<file path="config.mk">
export PLATFORM = sky130hd
export DESIGN_NAME = fifo_rd_depacketizer
export DESIGN_NICKNAME = d
export VERILOG_FILES = /design/src/rtl/fifo_rd_depacketizer.sv
export SDC_FILE = /design/constraint.sdc
export NUM_CORES = 1
export LEC_CHECK = 0
export BUFFER_PORTS_ARGS = -buffer_cell sky130_fd_sc_hd__buf_2
export CAP_MARGIN = 20
export CORE_AREA = 10 10 87 89
export DETAILED_ROUTE_END_ITERATION = 10
export DIE_AREA = 0 0 97 99
export GPL_TIMING_DRIVEN = 0
export HOLD_SLACK_MARGIN = 0.02
export SLEW_MARGIN = 20
export SYNTH_ARGS = -nofsm -noshare
export SYNTH_HDL_FRONTEND = slang
export SYNTH_SLANG_ARGS = --single-unit
</file>
<file path="constraint.sdc">
create_clock -name clk -period 2.35 [get_ports clk]
set_input_delay 0.1175 -clock clk [delete_from_list [all_inputs] [get_ports clk]]
set_output_delay 0.1175 -clock clk [all_outputs]
set_load 0.1 [all_outputs]
</file>
<file path="src/rtl/fifo_rd_depacketizer.sv">
// Read-side depacketizer: pops the async FIFO, strips length headers, streams payload.
// Optional statistics counters are enabled with `define FIFO_RD_DEPKT_STATS_EN.
module fifo_rd_depacketizer #(
   parameter int DATA_W = 8
`ifdef FIFO_RD_DEPKT_STATS_EN
 , parameter int CNT_W  = 16
`endif
) (
   input  logic              clk,
   input  logic              reset,
   input  logic [DATA_W-1:0] rd_data,
   input  logic              rd_empty,
   output logic              rd_en,
   output logic [DATA_W-1:0] m_data,
   output logic              m_valid,
   input  logic              m_ready,
   output logic              m_last,
   output logic              pkt_done
`ifdef FIFO_RD_DEPKT_STATS_EN
 , output logic [CNT_W-1:0]  pkt_cnt,
   output logic [CNT_W-1:0]  byte_cnt,
   output logic [CNT_W-1:0]  zero_len_cnt
`endif
);

   // state   | meaning
   // HDR     | next returned byte is a length header
   // PAYLOAD | next returned byte is payload; remaining bytes left in packet
   typedef enum logic {HDR, PAYLOAD} state_t;

   state_t            state;
   logic [DATA_W-1:0] remaining;
   logic              inflight;
   logic [DATA_W:0]   buf_mem [0:2];
   logic [1:0]        wr_ptr;
   logic [1:0]        rd_ptr;
   logic [1:0]        occ;
   logic [2:0]        credit;
   logic              push;
   logic              pop;
   logic              hdr_zero;

   function automatic logic [1:0] ptr_inc(input logic [1:0] p);
      return (p == 2'd2) ? 2'd0 : p + 2'd1;
   endfunction

   // A read in flight reserves a buffer slot even if it turns out to be a header.
   assign credit   = {1'b0, occ} + {2'b00, inflight};
   assign rd_en    = !reset && !rd_empty && (credit < 3'd3);
   assign push     = inflight && (state == PAYLOAD);
   assign hdr_zero = inflight && (state == HDR) && (rd_data == '0);
   assign m_valid  = (occ != 2'd0);
   assign {m_last, m_data} = buf_mem[rd_ptr];
   assign pop      = m_valid && m_ready;
   assign pkt_done = !reset && pop && m_last;

   always_ff @(posedge clk) begin
      if (reset) begin
         state     <= HDR;
         remaining <= '0;
         inflight  <= 1'b0;
         wr_ptr    <= 2'd0;
         rd_ptr    <= 2'd0;
         occ       <= 2'd0;
         for (int i = 0; i < 3; i++) buf_mem[i] <= '0;
      end else begin
         inflight <= rd_en;
         if (inflight) begin
            case (state)
               HDR: begin
                  if (rd_data != '0) begin
                     remaining <= rd_data;
                     state     <= PAYLOAD;
                  end
               end
               PAYLOAD: begin
                  buf_mem[wr_ptr] <= {(remaining == DATA_W'(1)), rd_data};
                  wr_ptr          <= ptr_inc(wr_ptr);
                  remaining       <= remaining - DATA_W'(1);
                  if (remaining == DATA_W'(1)) state <= HDR;
               end
               default: state <= HDR;
            endcase
         end
         if (pop) rd_ptr <= ptr_inc(rd_ptr);
         case ({push, pop})
            2'b10:   occ <= occ + 2'd1;
            2'b01:   occ <= occ - 2'd1;
            default: occ <= occ;
         endcase
      end
   end

`ifdef FIFO_RD_DEPKT_STATS_EN
   always_ff @(posedge clk) begin
      if (reset) begin
         pkt_cnt      <= '0;
         byte_cnt     <= '0;
         zero_len_cnt <= '0;
      end else begin
         if (pkt_done) pkt_cnt      <= pkt_cnt + CNT_W'(1);
         if (pop)      byte_cnt     <= byte_cnt + CNT_W'(1);
         if (hdr_zero) zero_len_cnt <= zero_len_cnt + CNT_W'(1);
      end
   end
`endif

endmodule

</file>
==> impl_metrics.env, run 1 <==
export IMPL_hold_viol_final=0
export IMPL_post_cts_setup_buffers=0
export IMPL_antenna_found_initial=0
export IMPL_end_kind="output port"
export IMPL_final_max_slew_viol_count=0
export IMPL_grt_max_degree=17
export IMPL_dieHeight_um=99
export IMPL_die_w_um=97
export IMPL_via_per_inst=5.32
export IMPL_first_global_vias=1735
export IMPL_numPortBuffers=23
export IMPL_clk_transition_reported_paths_ns=0.10
export IMPL_place_gp_congestion=0.801
export IMPL_reg2reg_from="occ[0]"
export IMPL_core_um2=5850
export IMPL_comb_power_share_pct=17.2
export IMPL_htree_levels=2
export IMPL_critPathSlowestCell="dfxtp_1"
export IMPL_nets=249
export IMPL_power_mw=2.05
export IMPL_ys_warn_count=0
export IMPL_crit_type="flip-flop to output port"
export IMPL_final_common_cell="edfxtp_1"
export IMPL_max_stage_delay_ns=0.55
export IMPL_ir_drop_mv=0.299
export IMPL_track_usage_pct=10.9
export IMPL_syn_cell_area_um2=2580
export IMPL_cp_start_kind="flip-flop"
export IMPL_root_buffer="clkbuf_8"
export IMPL_p_switching_mw=0.582
export IMPL_cts_made_buffers=5
export IMPL_vias=1640
export IMPL_power_frac_clock_pct=30.6
export IMPL_synth_distinct_cells=44
export IMPL_hold_path_class="input port to flip-flop"
export IMPL_die_area_um2=9600
export IMPL_crit_required_ns=2.23
export IMPL_firstDrtPassIters=4
export IMPL_synthTopCellsByArea="edfxtp_1, dfxtp_1, mux4_2, and2_1, ha_1"
export IMPL_drv_cap=0
export IMPL_hold_end="buf_mem[3][4]"
export IMPL_r2r_cells=5
export IMPL_holdCritStartpoint="rd_data[4]"
export IMPL_diodes=0
export IMPL_yosys_area_top_type_share_pct=41.8
export IMPL_setup_violations=0
export IMPL_synth_avg_cell_area_um2=12.9
export IMPL_cp_arrival_ns=2.04
export IMPL_clk_path_buf_depth=2
export IMPL_seqPwrFrac_pct=52.2
export IMPL_ios=24
export IMPL_wl_mm=5.11
export IMPL_whs_ns=0.0503
export IMPL_syn_num_nets=217
export IMPL_yosysTopAreaCell="edfxtp_1"
export IMPL_crit_top_cell="ha_1"
export IMPL_synth_async_reset_ratio_pct=0
export IMPL_path_max_fanout=7
export IMPL_power_density_nw_per_um2=694
export IMPL_fin_cells=308
export IMPL_drt_iter0_drc=28
export IMPL_synth_edf_count=36
export IMPL_ys_seq_elements=54
export IMPL_placementRows=28
export IMPL_grt_first_pass_wirelength_mm=8.77
export IMPL_r2r_setup_slack_ns=0.29
export IMPL_p_leak_nw=1.11
export IMPL_outcome="finished clean"
export IMPL_dp_cells=299
export IMPL_insertion_delay_ns=0.31
export IMPL_tritoncts="yes"
export IMPL_holdPathStages=1
export IMPL_fin_util_pct=50.6
export IMPL_critPathTopFamily="flip-flops"
export IMPL_ant_nets=0
export IMPL_path_buf_inv=1
export IMPL_hpwl_mm=3.60
export IMPL_rsz0062_at_grt="false"
export IMPL_syn_instance_count=200
export IMPL_worstMarginPinSlew_ns=0.812
export IMPL_fin_tns_setup_ns=0
export IMPL_fmax_ghz=0.463
export IMPL_synthToLayoutAreaGrowth_pct=14.5
export IMPL_remaining_drc_errors=0
export IMPL_seq_area_frac_synth_pct=55.8
export IMPL_post_route_period_util_pct=91.8
export IMPL_layout_common_cells="edfxtp_1, and2_1, buf_2"
export IMPL_period_minus_slack_ns=2.16
export IMPL_overflow=0
export IMPL_p_sw_share_pct=28.3
export IMPL_p_int_mw=1.47
export IMPL_r2r_end="occ[1]"
export IMPL_cts_sinks=54
export IMPL_maxSlewHeadroom_pct=45.3
export IMPL_finClkSkew_ns=0.00872
export IMPL_initial_core_util_pct=44.2
export IMPL_drive_above_1_share_pct=27.0
export IMPL_wire_per_inst_um=16.6
export IMPL_crit_chain="ha_1, ha_1, a2111oi_4, clkbuf_4"
export IMPL_yosys_most_used_dff="edfxtp_1"
[flip-flops by register name, indices dropped and copies added (netlist names), named ones only]
signal     flops
occ            2
rd_ptr         2
state          1
inflight       1
remaining      8
wr_ptr         2
buf_mem       36
[worst register-to-register path, stage by stage (launching register included)]
cell	delay, ns
dfxtp_1	0.37
o21ai_0	0.67
inv_1	0.11
ha_1	0.34
or3_1	0.37
a21oi_1	0.13
[layer usage]
metal | GRT usage [%] | vias up | wire length (µm) | part of all wire, %
li1 | - | 802 | - | -
met1 | 13.1 | 811 | 2370 | 46
met2 | 18.5 | 22 | 2510 | 49
met3 | 3.28 | 5 | 182 | 3.6
met4 | 3.06 | 0 | 46 | 0.90
met5 | 0 | - | 0 | 0
[cell families (layout without fill, tap and decap cells)]
kind of cell / Yosys count / in the layout / synth area share (%)
XOR/XNOR: 2 / 2 / 0.678
AND/OR/NAND/NOR: 82 / 82 / 21.1
multiplexers: 10 / 10 / 8.23
adder cells (fa/ha/maj): 5 / 5 / 2.42
buffers and inverters: 14 / 47 / 3.05
flip-flops: 54 / 54 / 55.8
AO/OA/AOI/OAI: 33 / 33 / 8.81
[metrics by stage]
stage,worst slack (ns),cell area (µm²)
final,0.192,2960
after global routing,0.0649,2960
after CTS,0.0778,2960
after detailed placement,0.295,2840
after global placement,-0.0824,2820
after floorplan,0.117,2620
[power by group through the flow]
stage	Sequential, mW	Combinational, mW	Clock (mW)
5_1_grt	1.08	0.381	0.671
2_1_floorplan	1.09	0.281	0
3_3_place_gp	1.09	0.351	0
4_1_cts	1.07	0.356	0.635
6_report	1.07	0.352	0.628
3_5_place_dp	1.10	0.354	0
[Yosys cell counts (3+ instances only)]
cell,instances
a21oi_1,8
ha_1,5
mux4_2,9
nor3_1,6
o22ai_1,3
nor2b_1,4
o21ai_0,6
nand2b_1,7
nor3b_1,3
a21boi_1,3
edfxtp_1,36
or2_2,4
nor2_1,13
inv_1,5
and2_1,26
nand2_1,6
dfxtp_1,18
[layout make-up]
| type | instances | area [µm²] |
|---|---|---|
| inverters | 6 | 22.5 |
| plain buffers | 8 | 56.3 |
| flip-flops and latches | 54 | 1440 |
| multi-input cells | 132 | 1100 |
| fillers | 516 | 2890 |
| repair buffers | 25 | 135 |
| clock inverters | 2 | 37.5 |
| well taps | 75 | 93.8 |
| clock buffers | 6 | 72.6 |
[worst max-delay path by stage]
stage                     slack (ns)  depth (start not counted)            end     start
after detailed placement        0.30                          5         occ[1]    occ[0]
after global placement         -0.08                          4  buf_mem[3][5]     reset
final                           0.19                          4          rd_en  inflight
after global routing            0.06                          4          rd_en  inflight
after floorplan                 0.12                          3          rd_en  inflight
after CTS                       0.08                          4          rd_en  inflight
[repair_timing]
action | CTS | global route
gates resized for setup | 0 | 1
endpoints found under the setup margin | 0 | 1
endpoints found under the hold margin | 1 | 0
hold buffers | 1 | 0
(Power assumes the default switching activity.)
==> run 2: changes to the inputs <==
ABC_AREA = 1   (was unset)
CORE_AREA = 10 10 86 88   (was 10 10 87 89)
DIE_AREA = 0 0 96 98   (was 0 0 97 99)
==> impl_metrics.env, run 2 <==
export IMPL_remaining_drc_errors=0
export IMPL_crit_type="flip-flop to output port"
export IMPL_nets=329
export IMPL_post_cts_setup_buffers=0
export IMPL_seq_area_frac_synth_pct=57.3
export IMPL_cp_arrival_ns=2.00
export IMPL_critPathTopFamily="adder cells"
export IMPL_critPathSlowestCell="buf_2"
export IMPL_setup_violations=0
export IMPL_vias=1956
export IMPL_clk_path_buf_depth=2
export IMPL_power_density_nw_per_um2=721
export IMPL_wire_per_inst_um=14.4
export IMPL_crit_top_cell="ha_1"
export IMPL_firstDrtPassIters=4
export IMPL_cts_sinks=54
export IMPL_diodes=0
export IMPL_ys_seq_elements=54
export IMPL_hold_viol_final=0
export IMPL_synth_most_common_cell="nor2_1"
export IMPL_cp_start_kind="flip-flop"
export IMPL_synth_edf_count=36
export IMPL_via_per_inst=5.04
export IMPL_grt_first_pass_wirelength_mm=9.75
export IMPL_fmax_ghz=0.471
export IMPL_outcome="finished clean"
export IMPL_final_area_um2=2850
export IMPL_worstMarginPinSlew_ns=0.647
export IMPL_yosysTopAreaCell="edfxtp_1"
export IMPL_tritoncts="yes"
export IMPL_initial_core_util_pct=43.8
export IMPL_synth_commonest_cells="nor2_1, nand2_1, edfxtp_1"
export IMPL_synth_distinct_cells=26
export IMPL_layout_setup_ws_ns=0.229
export IMPL_hold_path_class="input port to flip-flop"
export IMPL_regMostFlops="buf_mem"
export IMPL_max_stage_delay_ns=0.48
export IMPL_crit_chain="ha_1, ha_1, a2111oi_2, buf_2"
export IMPL_first_global_vias=2083
export IMPL_syn_cell_area_um2=2520
export IMPL_finClkSkew_ns=0.0130
export IMPL_cts_made_buffers=5
export IMPL_htree_levels=2
export IMPL_rsz0062_at_grt="false"
export IMPL_end_kind="output port"
export IMPL_pre_cts_slack_ns=0.498
export IMPL_crit_required_ns=2.23
export IMPL_core_um2=5750
export IMPL_multi_input_area_um2=922
export IMPL_ios=24
export IMPL_antenna_found_initial=0
export IMPL_drt_iter0_drc=106
export IMPL_clk_transition_reported_paths_ns=0.09
export IMPL_dieHeight_um=98
export IMPL_p_leak_nw=1.19
export IMPL_synthToLayoutAreaGrowth_pct=13.1
export IMPL_insertion_delay_ns=0.31
export IMPL_fin_tns_setup_ns=0
export IMPL_synthTopCellsByArea="edfxtp_1, dfxtp_1, nor2_1, o21ai_0, nand2_1"
export IMPL_ys_warn_count=0
export IMPL_ir_drop_mv=0.375
export IMPL_syn_num_nets=297
export IMPL_cts_repair_resized=0
export IMPL_numPortBuffers=23
export IMPL_track_usage_pct=12.8
export IMPL_wl_mm=5.58
export IMPL_synth_avg_cell_area_um2=8.99
export IMPL_regArea_um2=1440
export IMPL_power_mw=2.05
export IMPL_largest_reg_flops=36
export IMPL_path_max_fanout=4
export IMPL_hpwl_mm=4.10
export IMPL_post_route_period_util_pct=90.3
export IMPL_place_gp_congestion=0.848
export IMPL_dpl_cell_area_um2=2750
export IMPL_overflow=0
export IMPL_layout_common_cells="nor2_1, nand2_1, edfxtp_1"
export IMPL_period_minus_slack_ns=2.12
export IMPL_die_area_um2=9410
export IMPL_path_buf_inv=1
export IMPL_maxSlewHeadroom_pct=56.5
export IMPL_ant_nets=0
export IMPL_top_regs="buf_mem: 36 flops, remaining: 8 flops"
export IMPL_drive_above_1_share_pct=15.7
export IMPL_placementRows=28
export IMPL_grt_max_degree=18
export IMPL_synth_async_reset_ratio_pct=0
export IMPL_final_max_slew_viol_count=0
export IMPL_drv_cap=0
export IMPL_syn_instance_count=280
export IMPL_final_common_cell="nor2_1"
export IMPL_yosys_area_top_type_share_pct=43.0
export IMPL_yosys_most_used_dff="edfxtp_1"
export IMPL_root_buffer="clkbuf_8"
export IMPL_num_fill_cells=582
export IMPL_die_w_um=96
-- run 2: cell count changes after synthesis, sizes merged, moves of 9 or more --
cell	previous run	this run
nand2	7	39
o21ai	6	33
nor2	13	64
inv	6	32
nand3	2	15
mux4	9	0
and2	26	0
-- run 2: worst register-to-register path: cells and delay by family, from the launching register on --
family,cells,cell delay [ns]
flops,1,0.42
simple gates,4,1.09
-- run 2: stage by stage --
step / instances / util, % / hold slack, ns
after floorplan: 280 / - / 0.207
final: 388 / 49.5 / 0.0318
after global routing: 388 / 49.5 / 0.0277
after detailed placement: 379 / 47.9 / 0.333
after global placement: 378 / 47.6 / 0.324
after CTS: 388 / 49.5 / 0.0240
-- run 2: path summary, 6_finish.rpt --
check,from,slack [ns],endpoint,cells past startpoint
worst min-delay path,rd_data[5],0.03,buf_mem[3][5],1
worst min register to register,occ[1],0.48,occ[1],1
worst max register to register,inflight,0.49,buf_mem[2][2],4
worst max-delay path,inflight,0.23,rd_en,4
-- run 2: timing repair --
action,CTS,global route
setup endpoints to repair,0,0
hold buffers,1,0
hold endpoints to repair,1,0
-- run 2: layout make-up --
| class | instances | area share [%] |
|---|---|---|
| Multi-Input combinational cell | 186 | 32.4 |
| Clock buffer | 6 | 2.55 |
| Tap cell | 75 | 3.30 |
| Sequential cell | 54 | 50.6 |
| Inverter | 32 | 4.22 |
| Timing Repair Buffer | 25 | 4.66 |
| Clock inverter | 2 | 0.484 |
| Buffer | 8 | 1.76 |
-- run 2: cell families (layout without fill, tap and decap cells) --
logic type,Yosys count,count (layout),synth area share (%)
xor+xnor,1,1,0.348
flops,54,54,57.3
simple gates,122,122,20.6
fa+ha+maj,5,5,2.49
compound gates,58,58,12.5
buf+inv,40,73,6.76
-- run 2: power breakdown --
group	total, mW	leakage [nW]	switching (mW)	internal [mW]
Sequential	1.07	0.506	0.0216	1.05
Combinational	0.474	0.641	0.376	0.0975
Clock	0.509	0.0456	0.296	0.213
-- run 2: layer usage --
layer	GRT usage [%]	routed length, µm
met1	16.2	2590
met2	20.6	2590
met3	2.91	286
met4	4.65	107
met5	0	0
